`src/rtl/multicycle_control.sv`:
```
// Control unit for the 8-bit multicycle RV32I-subset core.
// Moore FSM sequencing the shared ALU, register file and unified memory
// through fetch/decode/execute/memory/writeback, with a memory-ready
// handshake, a freeze enable, a halt on unsupported opcodes and a wrapping
// retired-instruction counter exported for the LCD spy port.
module multicycle_control #(
  parameter int NBITS = 8
) (
  input  logic             clock,
  input  logic             reset,
  input  logic             enable,
  input  logic [6:0]       opcode,
  input  logic [2:0]       funct3,
  input  logic             funct7b5,
  input  logic             Zero,
  input  logic             mem_ready,
  output logic             PCWrite,
  output logic             IRWrite,
  output logic             RegWrite,
  output logic             MemWrite,
  output logic             AdrSrc,
  output logic [1:0]       ALUSrcA,
  output logic [1:0]       ALUSrcB,
  output logic [1:0]       ResultSrc,
  output logic [2:0]       ALUControl,
  output logic [1:0]       ImmSrc,
  output logic [3:0]       state,
  output logic             halted,
  output logic [NBITS-1:0] instret
);

  typedef enum logic [3:0] {
    S_FETCH    = 4'd0,
    S_DECODE   = 4'd1,
    S_MEMADR   = 4'd2,
    S_MEMREAD  = 4'd3,
    S_MEMWB    = 4'd4,
    S_MEMWRITE = 4'd5,
    S_EXECUTER = 4'd6,
    S_EXECUTEI = 4'd7,
    S_ALUWB    = 4'd8,
    S_BEQ      = 4'd9,
    S_JAL      = 4'd10,
    S_HALT     = 4'd15
  } state_t;

  localparam logic [6:0] OP_LW   = 7'b0000011;
  localparam logic [6:0] OP_SW   = 7'b0100011;
  localparam logic [6:0] OP_RTYP = 7'b0110011;
  localparam logic [6:0] OP_ITYP = 7'b0010011;
  localparam logic [6:0] OP_BEQ  = 7'b1100011;
  localparam logic [6:0] OP_JAL  = 7'b1101111;

  localparam logic [2:0] ALU_ADD = 3'b000;
  localparam logic [2:0] ALU_SUB = 3'b001;
  localparam logic [2:0] ALU_AND = 3'b010;
  localparam logic [2:0] ALU_OR  = 3'b011;
  localparam logic [2:0] ALU_SLT = 3'b101;

  localparam logic [1:0] SRCA_PC    = 2'b00;
  localparam logic [1:0] SRCA_OLDPC = 2'b01;
  localparam logic [1:0] SRCA_REG   = 2'b10;
  localparam logic [1:0] SRCB_REG   = 2'b00;
  localparam logic [1:0] SRCB_IMM   = 2'b01;
  localparam logic [1:0] SRCB_FOUR  = 2'b10;
  localparam logic [1:0] RES_ALUOUT = 2'b00;
  localparam logic [1:0] RES_DATA   = 2'b01;
  localparam logic [1:0] RES_ALURES = 2'b10;

  // Opcode dispatch out of DECODE; anything unsupported parks the core.
  function automatic state_t decode_next(input logic [6:0] op);
    state_t nxt;
    case (op)
      OP_LW, OP_SW: nxt = S_MEMADR;
      OP_RTYP:      nxt = S_EXECUTER;
      OP_ITYP:      nxt = S_EXECUTEI;
      OP_BEQ:       nxt = S_BEQ;
      OP_JAL:       nxt = S_JAL;
      default:      nxt = S_HALT;
    endcase
    return nxt;
  endfunction

  // ALU operation for R-type and I-type arithmetic. Subtraction needs both
  // the R-type opcode bit and instr[30]; addi with instr[30] set stays add.
  function automatic logic [2:0] alu_decode(input logic [6:0] op,
                                            input logic [2:0] f3,
                                            input logic       f7b5);
    logic [2:0] ctl;
    case (f3)
      3'b000:  ctl = (op[5] & f7b5) ? ALU_SUB : ALU_ADD;
      3'b010:  ctl = ALU_SLT;
      3'b110:  ctl = ALU_OR;
      3'b111:  ctl = ALU_AND;
      default: ctl = ALU_ADD;
    endcase
    return ctl;
  endfunction

  // Immediate format selected purely from the opcode.
  function automatic logic [1:0] imm_decode(input logic [6:0] op);
    logic [1:0] imm;
    case (op)
      OP_SW:   imm = 2'b01;
      OP_BEQ:  imm = 2'b10;
      OP_JAL:  imm = 2'b11;
      default: imm = 2'b00;
    endcase
    return imm;
  endfunction

  state_t           state_q, state_d, state_next;
  logic [NBITS-1:0] instret_q, instret_d;
  logic             pc_w_raw, ir_w_raw, reg_w_raw, mem_w_raw;
  logic             we_allow;

  // Per-state next state, mux selects and ungated write enables.
  always_comb begin
    state_next = state_q;
    pc_w_raw   = 1'b0;
    ir_w_raw   = 1'b0;
    reg_w_raw  = 1'b0;
    mem_w_raw  = 1'b0;
    AdrSrc     = 1'b0;
    ALUSrcA    = SRCA_PC;
    ALUSrcB    = SRCB_REG;
    ResultSrc  = RES_ALUOUT;
    ALUControl = ALU_ADD;
    case (state_q)
      S_FETCH: begin
        ALUSrcA   = SRCA_PC;
        ALUSrcB   = SRCB_FOUR;
        ResultSrc = RES_ALURES;
        ir_w_raw  = mem_ready;
        pc_w_raw  = mem_ready;
        if (mem_ready) state_next = S_DECODE;
      end
      S_DECODE: begin
        ALUSrcA    = SRCA_OLDPC;
        ALUSrcB    = SRCB_IMM;
        state_next = decode_next(opcode);
      end
      S_MEMADR: begin
        ALUSrcA    = SRCA_REG;
        ALUSrcB    = SRCB_IMM;
        state_next = opcode[5] ? S_MEMWRITE : S_MEMREAD;
      end
      S_MEMREAD: begin
        AdrSrc = 1'b1;
        if (mem_ready) state_next = S_MEMWB;
      end
      S_MEMWB: begin
        ResultSrc  = RES_DATA;
        reg_w_raw  = 1'b1;
        state_next = S_FETCH;
      end
      S_MEMWRITE: begin
        AdrSrc    = 1'b1;
        mem_w_raw = 1'b1;
        if (mem_ready) state_next = S_FETCH;
      end
      S_EXECUTER: begin
        ALUSrcA    = SRCA_REG;
        ALUSrcB    = SRCB_REG;
        ALUControl = alu_decode(opcode, funct3, funct7b5);
        state_next = S_ALUWB;
      end
      S_EXECUTEI: begin
        ALUSrcA    = SRCA_REG;
        ALUSrcB    = SRCB_IMM;
        ALUControl = alu_decode(opcode, funct3, funct7b5);
        state_next = S_ALUWB;
      end
      S_ALUWB: begin
        ResultSrc  = RES_ALUOUT;
        reg_w_raw  = 1'b1;
        state_next = S_FETCH;
      end
      S_BEQ: begin
        ALUSrcA    = SRCA_REG;
        ALUSrcB    = SRCB_REG;
        ALUControl = ALU_SUB;
        ResultSrc  = RES_ALUOUT;
        pc_w_raw   = Zero;
        state_next = S_FETCH;
      end
      S_JAL: begin
        ALUSrcA    = SRCA_OLDPC;
        ALUSrcB    = SRCB_FOUR;
        ALUControl = ALU_ADD;
        ResultSrc  = RES_ALUOUT;
        pc_w_raw   = 1'b1;
        state_next = S_ALUWB;
      end
      S_HALT: begin
        state_next = S_HALT;
      end
      // Unused encodings are treated like an unsupported instruction.
      default: begin
        state_next = S_HALT;
      end
    endcase
  end

  // Write enables are suppressed while frozen or held in reset; selects are not.
  always_comb begin
    we_allow = enable & reset;
    PCWrite  = pc_w_raw  & we_allow;
    IRWrite  = ir_w_raw  & we_allow;
    RegWrite = reg_w_raw & we_allow;
    MemWrite = mem_w_raw & we_allow;
    ImmSrc   = imm_decode(opcode);
  end

  // Reset beats enable; a frozen FSM keeps its state and counter.
  always_comb begin
    state_d   = state_q;
    instret_d = instret_q;
    if (!reset) begin
      state_d   = S_FETCH;
      instret_d = '0;
    end else if (enable) begin
      state_d = state_next;
      if (IRWrite) instret_d = instret_q + NBITS'(1);
    end
  end

  // State and retired-instruction registers.
  always_ff @(posedge clock) begin
    state_q   <= state_d;
    instret_q <= instret_d;
  end

  assign state   = state_q;
  assign halted  = (state_q == S_HALT);
  assign instret = instret_q;

endmodule

```
`config.mk`:
```
export PLATFORM = sky130hd
export DESIGN_NAME = multicycle_control
export DESIGN_NICKNAME = d
export VERILOG_FILES = /design/src/rtl/multicycle_control.sv
export SDC_FILE = /design/constraint.sdc
export NUM_CORES = 1
export LEC_CHECK = 0
export CAP_MARGIN = 40
export CORE_MARGIN = 1
export CORE_UTILIZATION = 43
export CTS_CLUSTER_SIZE = 16
export DETAILED_ROUTE_END_ITERATION = 7
export PLACE_DENSITY_LB_ADDON = 0.25
export SLEW_MARGIN = 15
export SYNTH_ARGS = -nofsm -noshare
export SYNTH_HDL_FRONTEND = slang
export SYNTH_SLANG_ARGS = --single-unit
```
`constraint.sdc`:
```
create_clock -name clock -period 2.3 [get_ports clock]
set_input_delay 0.23 -clock clock [delete_from_list [all_inputs] [get_ports clock]]
set_output_delay 0.23 -clock clock [all_outputs]
set_load 0.03 [all_outputs]
```
### After elaboration in Yosys (flattened, before gate mapping)

Index checks and enable logic that the tools add are counted.

| word-level totals | value |
|---|---|
| register bits | 12 |
| input bits | 16 |
| output and inout bits | 29 |
| logic and storage cells | 64 |

| operators by class | value |
|---|---|
| add/subtract/negate cells | 1 |
| equal/unequal tests | 23 |
| muxes and demuxes | 18 |
| bitwise gates (word level) | 6 |
| reductions and logical operators | 14 |

Operators with widths:

| kind | number |
|---|---|
| one-hot mux 4 bit (7 select lines) | 1 |
| one-hot mux 4 bit (5 select lines) | 1 |
| equality test 4 x 3 -> 1 bit (second input constant) | 4 |
| equality test 4 bit (second input constant) | 4 |
| equality test 7 x 6 -> 1 bit (second input constant) | 2 |
| equality test 7 bit (second input constant) | 2 |
| two-way mux 4 bit | 3 |
| one-hot mux 2 bit (2 select lines) | 3 |
| one-hot mux 3 bit (4 select lines) | 1 |
| OR reduction 2 bit | 6 |
| OR reduction 3 bit | 3 |
| adder 8 x 1 -> 8 bit (second input constant) | 1 |
| equality test 4 x 2 -> 1 bit (second input constant) | 2 |
| equality test 7 x 2 -> 1 bit (second input constant) | 1 |
| equality test 7 x 5 -> 1 bit (second input constant) | 1 |
| AND 1 bit | 6 |
| equality test 3 bit (second input constant) | 2 |
| inequality test 2 bit (second input constant) | 3 |
| one-hot mux 2 bit (3 select lines) | 1 |
| one-hot mux 3 bit (2 select lines) | 1 |
| two-way mux 1 bit | 5 |
| equality test 4 x 1 -> 1 bit (second input constant) | 1 |
| zero test 4 bit | 1 |
| AND reduction 4 bit | 1 |
| other kinds (6) | 6 |

### Logic depth before layout (Yosys ltp)

Gate-level depths: netlist of the first run.

| depth | value |
|---|---|
| depth after elaboration | 4 |
| gate-level depth with buffers | 6 |
| mapped depth without buffers | 5 |

### Worst setup path after synthesis of the first run

OpenSTA, ideal clock, no wires.

| timing | value |
|---|---|
| kind | reg2out |
| start | reg state_q[1], in the netlist state[1] |
| end | out ALUControl[0] |
| data arrival time | 2.258 ns |
| data required time | 2.070 ns |
| path slack | -0.188 ns |
| cell stages (with the launch flop) | 5 |
| buffers on the path | 2 |
| path through | dfxtp_1 > clkbuf_1 > clkbuf_1 > nand2_1 > o41ai_1 |

| on the way | value |
|---|---|
| longest elaborated chain between the ends | 3 |
| elaborated cells between the ends (all ways) | 5 |
| those cells by class | eq/ne (3); mux (1); reduce/logical (1) |

Ends and longest elaborated chain:

| element | line | text |
|---|---|---|
| start: declaration | 112 | `state_t state_q, state_d, state_next;` |
| start signal: assignment | 230 | `state_q <= state_d;` |
| equality test 4 x 3 -> 1 bit | 129 | `case (state_q)` |
| OR reduction 2 bit (no line) | n/a |  |
| one-hot mux 3 bit (2 select lines) * | 129 |  |
| end: declaration | 25 | `output logic [2:0] ALUControl,` |

Mark *: on every way between the ends. The rest lies on a longest branch, timed or not.

### Worst setup path after layout of the first run

| timing | value |
|---|---|
| start | reg state_q[0], in the netlist state[0] |
| end | out ALUSrcB[0] |

| on the way | value |
|---|---|
| longest elaborated chain between the ends | 3 |
| elaborated cells between the ends (all ways) | 8 |
| those cells by class | eq/ne (4); mux (1); reduce/logical (3) |

Ends and longest elaborated chain:

| element | line | text |
|---|---|---|
| equality test 4 x 3 -> 1 bit (tied with other cells) | 129 |  |
| OR reduction 3 bit (no line) / OR reduction 2 bit (equally long branches) | n/a |  |
| one-hot mux 2 bit (2 select lines) * | 129 |  |
| end: declaration | 23 | `output logic [1:0] ALUSrcB,` |

Marks and branches as above.

==> impl_metrics.yaml, run 1 <==
floorplan:
  die_w_um: 52.23
  die_y_um: 52.23
  std_cell_rows: 17
  core_area_mm2: 0.002297
  dieArea_mm2: 0.002727
  initial_utilization: 0.4722
  ioPinCount: 45
worst_setup_path:
  crit_arrival_ps: 1890
  endpoint_kind: "primary output"
  worstSetupPathType: "register to primary output"
  start_kind: "register"
  required_ps: 2070
  critPathMaxFanout: 7
placed_design:
  place_ws_ps: 134.2
  portBuffers: 44
  place_congestion: 0.8114
  hpwlAfterDp_um: 2198
  post_dp_cell_area_mm2: 0.001564
power:
  p_leak_nw: 0.6943
  total_power_uw: 774.6
  power_density_mw_per_mm2: 480.6
  peakVddDrop_uv: 443.7
clock_network:
  root_buffer: "clkbuf_4"
  clkLatencyLatePin_ps: 270
  cts_buffer_depth: 2
  cts_buffers: 3
  cts_tree: "built"
  cts.sinks: 12
  clkSlewWorstSetupHoldPaths_ps: 80
  h-tree-depth: 1
synthesis:
  avgSynthCellArea_um2: 7.280
  ys.flop_type: "dfxtp_1"
  synthArstFlopShare: 0
  seq_area_frac_synth: 0.2215
  synth_commonest_cells: "nand2_1 (15), dfxtp_1 (12), nor2_1 (10), nor3_1 (10), o21ai_0 (9)"
  syn_nets: 166
  yosys_warnings: 0
  synth_top_cell_by_area: "dfxtp_1"
  synth_cell_types: 43
  yosysMostFrequentCell: "nand2_1"
  yosys.area.top_type_share: 0.2215
  ys_ff_latch: 12
  synth_area_mm2: 0.001085
  synth-edff-count: 0
  synthesis.instances: 149
  yosys-top-cells-area: "dfxtp_1 (22%), xor2_1 (6.5%), nand2_1 (5.2%)"
timing:
  slew_headroom: 0.7487
  maxSlewViolCount: 0
  fin_crit_ps: 2123
  max_freq_mhz: 471.0
  whs_ps: 524.5
  rsz0062_at_grt: "false"
  setup_viol: 0
  finClkSkew_ps: 10.96
  worst_pin_slew_ps: 371.8
  fin_ws_ps: 176.7
  hold_viol_final: 0
  period_share: 0.9232
status:
  outcome: "finished, final reports clean"
routing:
  routedWlPerCell_um: 13.15
  wirelength_um: 2892
  vias_per_cell: 5.636
  first_pass_iters: 4
  dr_total_vias: 1240
  dr.first_iter.drc_count: 22
  drc_errors: 0
  postRouteAntennaNets: 0
layout:
  fin_area_mm2: 0.001612
  drive_above_1_share: 0.1354
  finalNetCount: 210
  diodes: 0
  synthToLayoutAreaGrowth_pct: 48.56
flow_run:
  max_cap_viol_count: 0
min_path:
  hold_path.class: "register to register"
global_route:
  grt_pass1_wl_um: 4843
  grt-ovfl-total: 0
  grt_pass1_vias: 1136
  antenna_found_initial: 0
  grt_max_degree: 19
  grt_usage: 0.2308
## through the flow
step | cells | utilization | setup TNS, ps
after floorplan | 149 | - | -15.60
after CTS | 220 | 0.6972 | 0
after global routing | 220 | 0.7015 | 0
after detailed placement | 216 | 0.6808 | 0
after global placement | 216 | 0.6808 | 0
final | 220 | 0.7015 | 0
## cell families after synthesis
logic type	share of synthesized area
compound gates	0.2168
xor+xnor	0.09689
fa+ha+maj	0.01153
buf+inv	0.05883
flops	0.2215
mux	0.01846
simple gates	0.3760
## critical path, cell delays in order, from the launching register on
cell and delay [ps]:
dfxtp_1 460, nor2b_1 300, mux2i_1 110, nor2_1 90, clkdlybuf4s50_1 670
## per-layer routing
| layer | routed length (um) | part of all wire | up-vias | track usage |
|---|---|---|---|---|
| met5 | 0 | 0 | - | 0 |
| met4 | 23 | 0.0080 | 0 | 0.04825 |
| met3 | 175 | 0.061 | 4 | 0.04348 |
| met2 | 1393 | 0.48 | 44 | 0.4081 |
| met1 | 1301 | 0.45 | 565 | 0.2887 |
| li1 | - | - | 627 | - |
## cells in the final DEF (no fill, tap or decap), drive strengths merged, types with 2 or more instances in the layout
master / instances
xor2: 8
mux2i: 2
clkdlybuf4s50: 35
nand3: 6
o41a: 2
nor4: 4
nand2: 15
or4: 2
a21boi: 3
o21a: 3
inv: 5
buf: 12
nor3: 10
nor2: 10
a31oi: 4
and3: 3
xnor2: 4
nor2b: 3
dfxtp: 12
clkbuf: 4
and2: 7
nand2b: 4
dlymetal6s2s: 2
o21ai: 9
a21oi: 5
## what timing repair did
| item | CTS | global route |
|---|---|---|
| resized for setup | 3 | 4 |
| endpoints found under the setup margin | 3 | 6 |
| hold buffers | 0 | 0 |
| buffers inserted | 0 | 0 |
## worst paths after layout
path,slack (ps),to,depth (start not counted),startpoint
worst min register to register,520,instret[1]$_SDFFE_PN0P_,2,instret[1]$_SDFFE_PN0P_
worst max-delay path,180,ALUSrcB[0],4,state[0]$_SDFFE_PN0P_
worst min-delay path,520,instret[1]$_SDFFE_PN0P_,2,instret[1]$_SDFFE_PN0P_
worst max register to register,550,instret[5]$_SDFFE_PN0P_,4,state[1]$_SDFFE_PN0P_
## sequential cells by signal (all words and copies together) (netlist names)
register,count
instret,8
state,4
## power by group
part	switching [mW]	total [mW]	internal, mW
sequential	0.0285	0.247	0.218
clock	0.0680	0.164	0.0961
combinational	0.204	0.364	0.160
total	0.300	0.775	0.474
## final cells by class
type / count / area (um^2)
Tap cell: 28 / 35.03
Inverter: 5 / 18.77
Timing Repair Buffer: 50 / 474.2
Multi-Input combinational cell: 121 / 803.3
Sequential cell: 12 / 244.0
Clock buffer: 4 / 36.28
Fill cell: 197 / 685.7
(Power assumes the default switching activity.)
==> inputs of run 2 (changes only) <==
- GPL_TIMING_DRIVEN: not set -> 0
==> run 2 against run 1 <==
Net effect: setup slack lost 79 ps; sequential cell count unchanged; sequential share of layout area barely moved; final cell count grew 1.4%; global-route usage up 1.2 points; register-to-register slack better by 20 ps; largest power group unchanged.
==> impl_metrics.yaml, run 2 (synthesis gave the netlist of run 1 again) <==
floorplan:
  initial_utilization: 0.4722
  ioPinCount: 45
  std_cell_rows: 17
  core_area_mm2: 0.002297
  die_w_um: 52.23
  dieArea_mm2: 0.002727
  die_y_um: 52.23
global_route:
  grt_max_degree: 11
  grt-ovfl-total: 0
  antenna_found_initial: 0
  grt_usage: 0.2426
  grt_pass1_wl_um: 5016
  grt_pass1_vias: 1196
layout:
  largest_reg_flops: 8
  finish.utilization: 0.6906
  drive_above_1_share: 0.1026
  fin_area_mm2: 0.001587
  diodes: 0
  multi_input_area_um2: 799.5
  register_area_um2: 240.2
  final_cell_mix: "clkdlybuf4s50_1 (27), nand2_1 (15), dfxtp_1 (12)"
  synthToLayoutAreaGrowth_pct: 46.25
  finalNetCount: 214
  layout_commonest_cell: "clkdlybuf4s50_1"
  nFillCells: 207
timing:
  rsz0062_at_grt: "false"
  max_freq_mhz: 454.2
  slew_headroom: 0.7496
  period_share: 0.9573
  worst_pin_slew_ps: 374.6
  fin_ws_ps: 98.10
  finClkSkew_ps: 1.569
  setup_viol: 0
  hold_viol_final: 0
  fin_crit_ps: 2202
  maxSlewViolCount: 0
clock_network:
  clkSlewWorstSetupHoldPaths_ps: 60
  cts_tree: "built"
  ctsHoldBuffers: 0
  root_buffer: "clkbuf_4"
  cts_buffers: 3
  h-tree-depth: 1
  cts.sinks: 12
  cts_setup_buffers: 0
  cts_buffer_depth: 2
  clkLatencyLatePin_ps: 260
routing:
  routedWlPerCell_um: 13.75
  dr.first_iter.drc_count: 27
  wirelength_um: 3067
  vias_per_cell: 5.628
  postRouteAntennaNets: 0
  dr_total_vias: 1255
  drc_errors: 0
  first_pass_iters: 4
worst_setup_path:
  worstSetupPathType: "register to primary output"
  start_kind: "register"
  crit_arrival_ps: 1970
  required_ps: 2070
  critPathMaxFanout: 10
  endpoint_kind: "primary output"
placed_design:
  place_ws_ps: -290.0
  hpwlAfterDp_um: 2265
  place_congestion: 0.8826
  portBuffers: 43
  post_dp_cell_area_mm2: 0.001569
power:
  power_density_mw_per_mm2: 458.8
  p_leak_nw: 0.7346
  peakVddDrop_uv: 377.9
status:
  outcome: "finished, final reports clean"
flow_run:
  max_cap_viol_count: 0
min_path:
  hold_path.class: "primary input to register"
run 2: power by group:
| group | switching (mW) | leakage, nW | internal [mW] | total (mW) |
|---|---|---|---|---|
| registers | 0.0118 | 0.0974 | 0.217 | 0.229 |
| logic | 0.229 | 0.623 | 0.148 | 0.377 |
| clock network | 0.0619 | 0.0138 | 0.0605 | 0.122 |
run 2: per-stage QoR:
stage	setup TNS [ps]	hold slack [ps]	power, mW	cells
detailed placement	-1793	515.9	0.6179	220
floorplan	-15.60	378.7	0.4784	149
CTS	0	346.2	0.7294	223
global route	0	374.2	0.7724	223
finish	0	348.7	0.7279	223
global placement	-1364	508.5	0.6108	220
run 2: repair_timing:
action | CTS | global route
gates resized for setup | 22 | 9
cloned | 0 | 0
setup endpoints to repair | 14 | 6
run 2: path summary, 6_finish.rpt:
check	start	endpoint	slack (ps)	cells past startpoint
worst min register to register	instret[1]$_SDFFE_PN0P_	instret[1]$_SDFFE_PN0P_	530	2
worst max-delay path	state[3]$_SDFFE_PN0P_	ALUSrcA[1]	100	5
worst min-delay path	enable	state[0]$_SDFFE_PN0P_	350	2
worst max register to register	state[3]$_SDFFE_PN0P_	instret[6]$_SDFFE_PN0P_	570	5
run 2: area by class of cell:
type                    count  share of cell area
multi-input cells         121              0.5039
repair buffers             43              0.2618
flip-flops and latches     12              0.1514
well taps                  28             0.02208
clock buffers               3             0.01420
inverters                   5             0.01183
plain buffers              11             0.03470
run 2: routing by layer:
layer  vias up  track usage  wire (um)
met5         -            0          0
met1       575       0.3163       1392
met4         0      0.04825          5
met3         2      0.04638        181
li1        634            -          -
met2        44       0.4145       1488
run 2: critical path: stages (launching register included):
cell and delay [ps]:
dfxtp_1 470, clkbuf_2 270, buf_2 270, nand3_1 160
o31ai_1 110, dlygate4sd2_1 430
==> inputs of run 3 (changes only) <==
- REMOVE_ABC_BUFFERS: not set -> 1
==> run 3 against run 2 <==
Net effect: maximum frequency grew 1.2%; global-route usage shrank 1.4 points; register-to-register slack worse by 90 ps; total power grew 3.4%; combinational power decreased by 14%; cell area decreased by 0.79%; hold slack better by 78 ps; clock skew grew 2.1 ps; non-clock buffer count down 10; count of clock-buffer cells in the layout is 1 higher; wire length down 6.7%; critical endpoint is now ALUSrcB[0]; highest routed layer unchanged.
==> impl_metrics.yaml, run 3 (synthesis gave the netlist of run 1 again) <==
timing:
  slew_headroom: 0.7183
  worst_pin_slew_ps: 421.9
  finalSetupTns_ps: 0
  maxSlewViolCount: 0
  whs_ps: 427.0
  period_share: 0.9462
  finClkSkew_ps: 3.624
  hold_viol_final: 0
  fin_crit_ps: 2176
  rsz0062_at_grt: "false"
  max_freq_mhz: 459.5
  setup_viol: 0
placed_design:
  dp_cells: 210
  place_congestion: 0.7855
  portBuffers: 44
  hpwlAfterDp_um: 2035
clock_network:
  cts_buffers: 3
  cts_buffer_depth: 2
  root_buffer: "clkbuf_4"
  h-tree-depth: 1
  clkLatencyLatePin_ps: 270
  cts_tree: "built"
  clkSlewWorstSetupHoldPaths_ps: 70
  cts.sinks: 12
  cts_setup_buffers: 0
floorplan:
  ioPinCount: 45
  std_cell_rows: 17
  die_y_um: 52.23
  dieArea_mm2: 0.002727
  die_w_um: 52.23
  core_area_mm2: 0.002297
  initial_utilization: 0.4722
worst_setup_path:
  worst-r2r-cell-count: 4
  crit_arrival_ps: 1950
  worstSetupPathType: "register to primary output"
  r2r-end: "instret[6]$_SDFFE_PN0P_"
  reg2reg_from: "state[1]$_SDFFE_PN0P_"
  critPathMaxFanout: 23
  required_ps: 2070
  r2r_slack_ps: 480
  start_kind: "register"
  endpoint_kind: "primary output"
routing:
  vias_per_cell: 5.631
  dr.first_iter.drc_count: 27
  postRouteAntennaNets: 0
  first_pass_iters: 4
  routedWlPerCell_um: 13.37
  wirelength_um: 2861
  dr_total_vias: 1205
  drc_errors: 0
layout:
  final_cell_mix: "clkdlybuf4s50_1 (35), nand2_1 (15), nor3_1 (10), nor2_1 (10), o21ai_0 (9)"
  register_area_um2: 255.2
  drive_above_1_share: 0.06452
  multi_input_area_um2: 784.5
  finalNetCount: 204
  layout_commonest_cell: "clkdlybuf4s50_1"
  finish.utilization: 0.6852
  largest_reg_flops: 8
  nFillCells: 208
  synthToLayoutAreaGrowth_pct: 45.10
  diodes: 0
  final_cells: 214
min_path:
  min_to: "state[3]$_SDFFE_PN0P_"
  min_from: "reset"
  hold_depth: 2
  hold_path.class: "primary input to register"
status:
  outcome: "finished, final reports clean"
global_route:
  grt_usage: 0.2282
  grt_pass1_wl_um: 4692
  grtUsageMet1: 0.2938
  top_usage_layer: "met2"
  gr-usage-met3: 0.05217
  grt-ovfl-total: 0
  grt_max_degree: 28
  grt_util_met2: 0.3910
  antenna_found_initial: 0
  grt_pass1_vias: 1070
power:
  peakVddDrop_uv: 427.0
  p_leak_nw: 0.6863
  total_power_uw: 752.7
  power_density_mw_per_mm2: 478.2
flow_run:
  max_cap_viol_count: 0
==> run 3: worst max path at each step <==
| stage | startpoint | end | slack (ps) | depth (start not counted) |
|---|---|---|---|---|
| after global routing | state[0]$_SDFFE_PN0P_ | ALUSrcB[0] | 6 | 4 |
| after CTS | opcode[3] | ImmSrc[0] | 30 | 4 |
| after global placement | state[2]$_SDFFE_PN0P_ | IRWrite | -220 | 3 |
| final | state[0]$_SDFFE_PN0P_ | ALUSrcB[0] | 120 | 4 |
| after floorplan | state[3]$_SDFFE_PN0P_ | IRWrite | -40 | 2 |
| after detailed placement | state[2]$_SDFFE_PN0P_ | IRWrite | -240 | 3 |
==> run 3: what timing repair did <==
action | in CTS | in global routing
setup endpoints to repair | 15 | 8
hold buffers | 0 | 0
resized for setup | 12 | 6
==> run 3: final cells by class <==
type | instances | share of cell area
inverter | 5 | 0.01192
timing repair buffer | 44 | 0.2822
tap | 28 | 0.02226
multi-input combinational | 121 | 0.4984
sequential | 12 | 0.1622
clock buffer | 4 | 0.02305
==> run 3: stage by stage <==
stage	setup slack [ps]	cell area (um^2)
after CTS	29.77	1559
after global routing	5.711	1574
after detailed placement	-242.3	1515
after global placement	-223.1	1515
after floorplan	-36.96	1040
final	123.7	1574
==> run 3: report_power, final <==
| group | internal (mW) | leakage [nW] | switching, mW | total, mW |
|---|---|---|---|---|
| clock network | 0.0962 | 0.0210 | 0.0649 | 0.161 |
| logic | 0.146 | 0.565 | 0.178 | 0.325 |
| registers | 0.218 | 0.100 | 0.0484 | 0.267 |
| total | 0.461 | 0.686 | 0.292 | 0.753 |
==> run 3: routing by layer <==
metal	vias to the layer above	routed length (um)
met3	2	147
met2	33	1415
li1	614	-
met4	0	6
met5	-	0
met1	556	1291
==> run 3: worst max-delay path, cell delays in order (launching register included) <==
cell             delay, ps
dfxtp_4                490
nor2b_1                290
mux2i_1                110
nor2_1                 110
clkdlybuf4s50_1        670
